--- src/rtl/acc_pkg.sv ---
// acc_pkg: shared definitions for the accumulator receive path.
//   acc_state_e  : reader FSM states (PRIME, RUN)
//   ACC_WIDTH    : default data width of sums and increments
//   ACC_DEPTH    : default increment FIFO depth (power of two, >= 2)
package acc_pkg;

  typedef enum logic {
    PRIME = 1'b0,
    RUN   = 1'b1
  } acc_state_e;

  localparam int unsigned ACC_WIDTH = 5;
  localparam int unsigned ACC_DEPTH = 4;

endpackage

--- src/rtl/acc_fifo.sv ---
// acc_fifo: synchronous FIFO with a registered head word.
//   clk_i, rst_i  : clock, asynchronous active-high reset
//   push_i, din_i : write request and data (dropped when full with no pop)
//   ready_i       : consumer accepts the head this cycle
//   dout_o        : registered head entry
//   dout_valid_o  : registered, FIFO non-empty
//   count_o       : registered occupancy
module acc_fifo
  import acc_pkg::*;
#(
  parameter int unsigned WIDTH = ACC_WIDTH,
  parameter int unsigned DEPTH = ACC_DEPTH
) (
  input  logic                         clk_i,
  input  logic                         rst_i,
  input  logic                         push_i,
  input  logic [WIDTH-1:0]             din_i,
  input  logic                         ready_i,
  output logic [WIDTH-1:0]             dout_o,
  output logic                         dout_valid_o,
  output logic [$clog2(DEPTH+1)-1:0]   count_o
);

  localparam int unsigned AW = $clog2(DEPTH);
  localparam int unsigned CW = $clog2(DEPTH+1);

  logic [WIDTH-1:0] mem_q [DEPTH];
  logic [AW-1:0]    rd_q, rd_d, wr_q, wr_d;
  logic [CW-1:0]    count_q, count_d, remain;
  logic [WIDTH-1:0] head_q, head_d;
  logic             valid_q, valid_d;
  logic             pop, full, push_ok;

  always_comb begin
    pop     = valid_q && ready_i;
    full    = (count_q == CW'(DEPTH));
    // A pop in the same cycle frees the slot the push needs.
    push_ok = push_i && (!full || pop);
    rd_d    = pop     ? rd_q + AW'(1) : rd_q;
    wr_d    = push_ok ? wr_q + AW'(1) : wr_q;
    count_d = count_q + CW'(push_ok) - CW'(pop);
    remain  = count_q - CW'(pop);
    // Head register tracks mem[rd_d]; when the FIFO would otherwise be
    // empty the incoming word lands in the head directly (one-cycle latency).
    head_d  = head_q;
    if (remain != '0) begin
      head_d = mem_q[rd_d];
    end else if (push_ok) begin
      head_d = din_i;
    end
    valid_d = (count_d != '0);
  end

  always_ff @(posedge clk_i) begin
    if (push_ok) begin
      mem_q[wr_q] <= din_i;
    end
  end

  always_ff @(posedge clk_i or posedge rst_i) begin
    if (rst_i) begin
      rd_q    <= '0;
      wr_q    <= '0;
      count_q <= '0;
      head_q  <= '0;
      valid_q <= 1'b0;
    end else begin
      rd_q    <= rd_d;
      wr_q    <= wr_d;
      count_q <= count_d;
      head_q  <= head_d;
      valid_q <= valid_d;
    end
  end

  assign dout_o       = head_q;
  assign dout_valid_o = valid_q;
  assign count_o      = count_q;

endmodule

--- src/rtl/acc_reader.sv ---
// acc_reader: recovers per-step increments from an accumulator's running sum
// (first difference mod 2^WIDTH) and queues them for a valid/ready consumer.
//   pclk, reset          : clock, asynchronous active-high reset
//   acc_out, acc_valid   : sampled running sum and its strobe
//   rearm                : re-prime request (also clears ovf)
//   dout, dout_valid,
//   dout_ready           : head-of-FIFO increment handshake
//   count                : FIFO occupancy
//   ovf                  : sticky dropped-push flag
// Build option: define ACC_READER_OVF_EN to enable ovf; otherwise ovf is 0.
module acc_reader
  import acc_pkg::*;
#(
  parameter int unsigned WIDTH = ACC_WIDTH,
  parameter int unsigned DEPTH = ACC_DEPTH
) (
  input  logic                         pclk,
  input  logic                         reset,
  input  logic [WIDTH-1:0]             acc_out,
  input  logic                         acc_valid,
  input  logic                         rearm,
  output logic [WIDTH-1:0]             dout,
  output logic                         dout_valid,
  input  logic                         dout_ready,
  output logic [$clog2(DEPTH+1)-1:0]   count,
  output logic                         ovf
);

  localparam int unsigned CW = $clog2(DEPTH+1);

  acc_state_e       state_q, state_d;
  logic [WIDTH-1:0] base_q, base_d;
  logic [WIDTH-1:0] diff;
  logic             push;

  assign diff = acc_out - base_q;

  // Every sample reloads base; only a RUN-state sample without rearm pushes.
  always_comb begin
    state_d = state_q;
    base_d  = base_q;
    push    = 1'b0;
    if (acc_valid) begin
      base_d  = acc_out;
      state_d = RUN;
      push    = (state_q == RUN) && !rearm;
    end else if (rearm) begin
      state_d = PRIME;
    end
  end

  always_ff @(posedge pclk or posedge reset) begin
    if (reset) begin
      state_q <= PRIME;
      base_q  <= '0;
    end else begin
      state_q <= state_d;
      base_q  <= base_d;
    end
  end

  acc_fifo #(
    .WIDTH (WIDTH),
    .DEPTH (DEPTH)
  ) u_fifo (
    .clk_i        (pclk),
    .rst_i        (reset),
    .push_i       (push),
    .din_i        (diff),
    .ready_i      (dout_ready),
    .dout_o       (dout),
    .dout_valid_o (dout_valid),
    .count_o      (count)
  );

`ifdef ACC_READER_OVF_EN
  logic ovf_q, ovf_d, drop;

  assign drop = push && (count == CW'(DEPTH)) && !(dout_valid && dout_ready);

  always_comb begin
    ovf_d = rearm ? 1'b0 : (ovf_q | drop);
  end

  always_ff @(posedge pclk or posedge reset) begin
    if (reset) begin
      ovf_q <= 1'b0;
    end else begin
      ovf_q <= ovf_d;
    end
  end

  assign ovf = ovf_q;
`else
  assign ovf = 1'b0;
`endif

endmodule
--- config.mk ---
export PLATFORM = sky130hd
export DESIGN_NAME = acc_reader
export DESIGN_NICKNAME = d
export VERILOG_FILES = /design/src/rtl/acc_pkg.sv /design/src/rtl/acc_fifo.sv /design/src/rtl/acc_reader.sv
export SDC_FILE = /design/constraint.sdc
export NUM_CORES = 1
export LEC_CHECK = 0
export ABC_AREA = 0
export CORE_MARGIN = 2
export CORE_UTILIZATION = 27
export CTS_CLUSTER_DIAMETER = 100
export DETAILED_ROUTE_END_ITERATION = 10
export GPL_TIMING_DRIVEN = 0
export PLACE_DENSITY = 0.55
export SYNTH_ARGS = -nofsm -noshare
export SYNTH_HDL_FRONTEND = slang
export SYNTH_SLANG_ARGS = --single-unit
--- constraint.sdc ---
create_clock -name pclk -period 3.06 [get_ports pclk]
set_input_delay 0.612 -clock pclk [delete_from_list [all_inputs] [get_ports pclk]]
set_output_delay 0.612 -clock pclk [all_outputs]
set_load 0.03 [all_outputs]
; Word level (Yosys, flattened, before mapping)
; Memory sizes are Yosys's and may differ from the RTL's.
; Index checks and enable logic that the tools add are counted.
[totals]
ff_bits = 19
ram_bits = 20
inputBits = 10
out_inout_bits = 10
elab_cells = 33
n_memories = 1
[mem_list]
columns = memory, words, width, read_ports, rd_ports_with_merged_regs, wr, line
row1 = u_fifo.mem_q, 4, 5, 1, 0, 1, acc_fifo.sv:27  ; logic [WIDTH-1:0] mem_q [DEPTH];
[op_classes]
n_addsub = 6
eq_ne = 1
muxes = 8
n_reduce_logical = 10
[op_table]
columns = operator, count
row1 = two-way mux 5 bit, 2
row2 = nonzero test 3 bit, 2
row3 = subtractor 3 x 1 -> 3 bit, 2
row4 = two-way mux 1 bit, 5
row5 = subtractor 5 bit, 1
row6 = "adder 2 x 1 -> 2 bit, second input constant", 2
row7 = nonzero test 2 bit, 2
row8 = adder 3 x 1 -> 3 bit, 1
row9 = "== test 3 bit, second input constant", 1
row10 = logical AND 1 bit, 3
row11 = zero test 1 bit, 2
row12 = two-way mux 2 bit, 1
row13 = logical OR 1 bit, 1

; Depth between registers and ports, before layout
[logic_depth]
word_depth = 7
ltp_mapped = 11
ltp_nobuf = 10

; Cells and area by module
; From an unflattened synthesis, not the netlist that was laid out.
[unflattened]
hier_cells = 155
hier_area_um2 = 2089.5
[modules_own_cells]
columns = mod, instances, cells_per_inst, area_per_inst_um2, seq_area_each_um2
row1 = acc_fifo, 1, 115, 1695.4, 925.9
row2 = acc_reader, 1, 40, 394.1, 150.1

; Least setup slack after synthesis
; Ideal clock, no wire load.
[synth_timing]
path_kind = input -> register
from = input acc_valid
to = register u_fifo.valid_q, in the netlist u_fifo.dout_valid_o
setup_ns = 0.131
arrival_ns = 2.477
t_required_ns = 2.929
setup_slack_ns = 0.451
stages = 11
n_path_buf = 2
cell_sequence = buf_2 -> nand3b_1 -> a31o_2 -> inv_2 -> buf_2 -> ha_1 -> inv_1 -> fa_1 -> xnor2_1 -> xnor2_1 -> or3_1
[synth_via]
elab_chain_len = 5
[synth_rtl]
columns = item, line
row1 = start: declaration, acc_reader.sv:20  ; input logic acc_valid,
row2 = two-way mux 1 bit, acc_reader.sv:43  ; if (acc_valid) begin
row3 = logical AND 1 bit, acc_fifo.sv:38  ; push_ok = push_i && (!full || pop);
row4 = via u_fifo.push_ok, acc_fifo.sv:32  ; logic pop, full, push_ok;
row5 = adder 3 x 1 -> 3 bit, acc_fifo.sv:41  ; count_d = count_q + CW'(push_ok) - CW'(pop);
row6 = subtractor 3 x 1 -> 3 bit, acc_fifo.sv:41
row7 = via u_fifo.count_d[2], acc_fifo.sv:29  ; logic [CW-1:0] count_q, count_d, remain;
row8 = nonzero test 3 bit, acc_fifo.sv:51  ; valid_d = (count_d != '0);
row9 = via u_fifo.valid_d, acc_fifo.sv:31  ; logic valid_q, valid_d;
row10 = end signal: assignment, acc_fifo.sv:72  ; valid_q <= valid_d;
row11 = end: declaration, acc_fifo.sv:31
; The timed path passes the listed nets, and every way through them passes these cells.
; A chain may end at the register's enable or synchronous reset.

; Final worst setup path
[layout_timing]
from = input rearm
to = register u_fifo.valid_q, in the netlist u_fifo.dout_valid_o
[layout_via]
elab_chain_len = 7
[layout_rtl]
columns = item, line
row1 = start: declaration, acc_reader.sv:21  ; input logic rearm,
row2 = zero test 1 bit, acc_reader.sv:46  ; push = (state_q == RUN) && !rearm;
row3 = logical AND 1 bit, acc_reader.sv:46
row4 = two-way mux 1 bit, acc_reader.sv:43
row5 = logical AND 1 bit, acc_fifo.sv:38
row6 = via u_fifo.push_ok, acc_fifo.sv:32
row7 = adder 3 x 1 -> 3 bit, acc_fifo.sv:41
row8 = subtractor 3 x 1 -> 3 bit, acc_fifo.sv:41
row9 = via u_fifo.count_d[2], acc_fifo.sv:29
row10 = nonzero test 3 bit, acc_fifo.sv:51
row11 = via u_fifo.valid_d, acc_fifo.sv:31
; The timed path passes the listed nets, and every way through them passes these cells.

==> results by group <==
Global route
  • Initial antenna violation count: 0
  • Largest net degree at the start of global routing: 20
  • Vias in the first global route: 1,229
  • Grt total ovfl: 0
  • First-pass GRT wire length: 5730 um
  • Global Route Usage Sum: 0.0884

Final layout
  • Antenna cells: 0
  • Final non-filler cell total: 281
  • Leading cell type in the layout, fill and taps excluded: mux2i_1
  • Most frequent cells in the layout: mux2i_1 (23), edfxtp_1 (20), dfrtp_1 (19)
  • Layout cells sized above 1: 0.132
  • Util after Layout: 0.338
  • Layout area overhead: 19.5%
  • Nets: 205

Synth
  • Area contributors post-synth: edfxtp_1 (29%), dfrtp_1 (23%), mux2i_1 (11%)
  • Synthesized instance count: 157
  • Unique cell type count in the Yosys netlist: 35
  • Yosys warnings: 0
  • Share of the synthesized area in the top cell type: 0.290
  • Syn nets: 181
  • Synth Cell Area: 2070 um^2
  • Syn avg cell area: 13.2 um^2
  • Register area share after synthesis: 0.519
  • Yosys reg bits: 39
  • Yosys top cell by area: edfxtp_1

CTS
  • Cts-stage hold buffer count: 0
  • CTS Buffer Depth: 2
  • PostCTS Resize Cnt: 0
  • Latest clock arrival within the worst-skew pair: 290 ps
  • CTS tree: built
  • Setup Buffers After CTS: 0
  • Root Buffer: clkbuf_8
  • Clock Sinks: 39
  • CTS Buf Count: 5
  • H-tree depth: 2
  • Clock slew at reported path FFs: 80 ps

Setup path
  • Reg-to-reg critical path startpoint: u_fifo.dout_valid_o$_DFF_PP0_
  • R2R Setup Slk: 590 ps
  • Worst Setup SP: rearm
  • Worst-path cell chain: clkdlybuf4s50_1 > nand3b_1 > a31o_2 > inv_2 > buf_2 > ha_1 > inv_1 > fa_1 > xnor2_1 > xnor2_1 > or3_1
  • Slowest CP cell: clkdlybuf4s50_1
  • Data arrival, critical path: 3070 ps
  • Critical path endpoint category: flop
  • Max incr delay on CP: ~430 ps
  • Register-to-Register Path Depth: 10
  • Crit path depth: 11
  • Critical Path Fanout Max: 10
  • WP buf/inv: 4
  • WS Path Type: in -> reg
  • CP Launch Type: input port
  • Top delay family on crit path: buffers and inverters
  • CP required: 3230 ps
  • Most frequent CP cell: xnor2_1

Timing
  • Final Cycle Share: 0.950
  • Fmax: 344 MHz
  • Hold Vio Cnt, Final: 0
  • RSZ-0062 raised after global routing: no
  • Slew Limit Fails: 0
  • Clock skew: a little under 7 ps
  • Final-report setup violation count: 0
  • Final min period: 2910 ps
  • Rel. slew slack: 0.489
  • Hold slack: around 490 ps
  • Slew @ Worst Pin: 765 ps

Route
  • TritonRoute pass-1 iters: 4
  • Starting DRT DRC Count: 39
  • Vias per cell: between 4 and 5
  • M1 WL: 1750 um
  • Remaining DRCs: 0
  • WL met3: between 100 and 150 um
  • Met2 WL: 1450 um
  • Max layer used: met4
  • WL per Instance: roughly 12 um
  • Antenna Nets Post-Route: 0
  • WL final: 3370 um
  • DR vias: 1,167

Power
  • Peak supply drop: 0.263 mV
  • Pwr dens: 843 nW/um^2
  • Leakage: 1.04 nW

Outcome
  • Status: finished clean

Min path
  • Hold depth: 1
  • Hold WC Path Type: reg -> reg
  • Hold path startpoint: state_q$_DFFE_PP0P_

Place
  • Detail Placement HPWL: 2610 um
  • I/O Buffers: 17
  • GP Congestion: ~0.70
  • Cell total after placement: 273

Die
  • IO Pins: 20
  • # rows: 31
  • Core area: around 7300 um^2
  • Die height: about 92 um
  • DIE AREA: 8400 um^2
  • DIE WIDTH: 91.7 um
  • Starting Density: 0.283

Flow run
  • Max-Cap Viols: 0
-- cells by family after synthesis --
group                    after synthesis  synth area share
XOR/XNOR                               8            0.0338
flip-flops                            39             0.519
adder cells (fa/ha/maj)               14            0.0917
multiplexers                          30             0.176
other                                  1           0.00181
AO/OA/AOI/OAI                         16            0.0507
buffers and inverters                 24            0.0603
AND/OR/NAND/NOR                       25            0.0669
-- power breakdown --
group	switching (mW)	internal (mW)
registers	0.0791	0.688
logic	0.463	0.437
clock network	0.179	0.243
total	0.721	1.37
-- per-layer routing --
layer  vias to the layer above  GRT usage
li1                        600          -
met1                       542      0.123
met2                        20      0.129
met3                         5     0.0255
met4                         0     0.0379
met5                         -          0
-- metrics by stage --
stage	cell area [um^2]	setup WS (ps)	power (mW)	TNS, ps
6_report	2480	154	2.09	0
5_1_grt	2480	16.4	2.24	0
4_1_cts	2480	162	2.12	0
3_5_place_dp	2370	-135	1.69	-135
3_3_place_gp	2370	-153	1.68	-153
2_1_floorplan	2070	451	1.44	0
-- area by class of cell --
cell class	instances	area (um^2)
clock buffer	6	72.6
buffer	6	52.6
tap	99	124
inverter	18	72.6
multi-input combinational	94	873
sequential	39	1080
clock inverter	2	37.5
fill	730	4850
timing repair buffer	17	170
-- state kept, by name, summed over array words and instances, names as in the netlist --
name and cells:
base_q 5, state_q 1, u_fifo.count_o 3, u_fifo.wr_q 2, u_fifo.dout_valid_o 1, u_fifo.dout_o 5
u_fifo.mem_q 20, u_fifo.rd_q 2
-- final timing paths --
path | endpoint
max | u_fifo.dout_valid_o$_DFF_PP0_
max reg2reg | u_fifo.dout_valid_o$_DFF_PP0_
min in group asynchronous | u_fifo.wr_q[0]$_DFFE_PP0P_
min | state_q$_DFFE_PP0P_
max in group asynchronous | u_fifo.rd_q[1]$_DFF_PP0_
min reg2reg | state_q$_DFFE_PP0P_
-- cell usage after synthesis, drive strengths merged --
cell type / number
a21o: 2
conb: 1
xnor2: 7
o32ai: 1
mux2: 2
a22oi: 2
fa: 2
mux2i: 23
nand3b: 3
xor2: 1
o21ai: 5
clkinv: 1
nor2b: 1
edfxtp: 20
nand2: 6
and3: 1
nand3: 3
and2: 5
ha: 12
a21oi: 4
dfrtp: 19
or3: 2
o31ai: 1
a31o: 1
nor2: 4
buf: 6
inv: 17
mux4: 5
No activity file was read; power rests on OpenSTA's default activity.
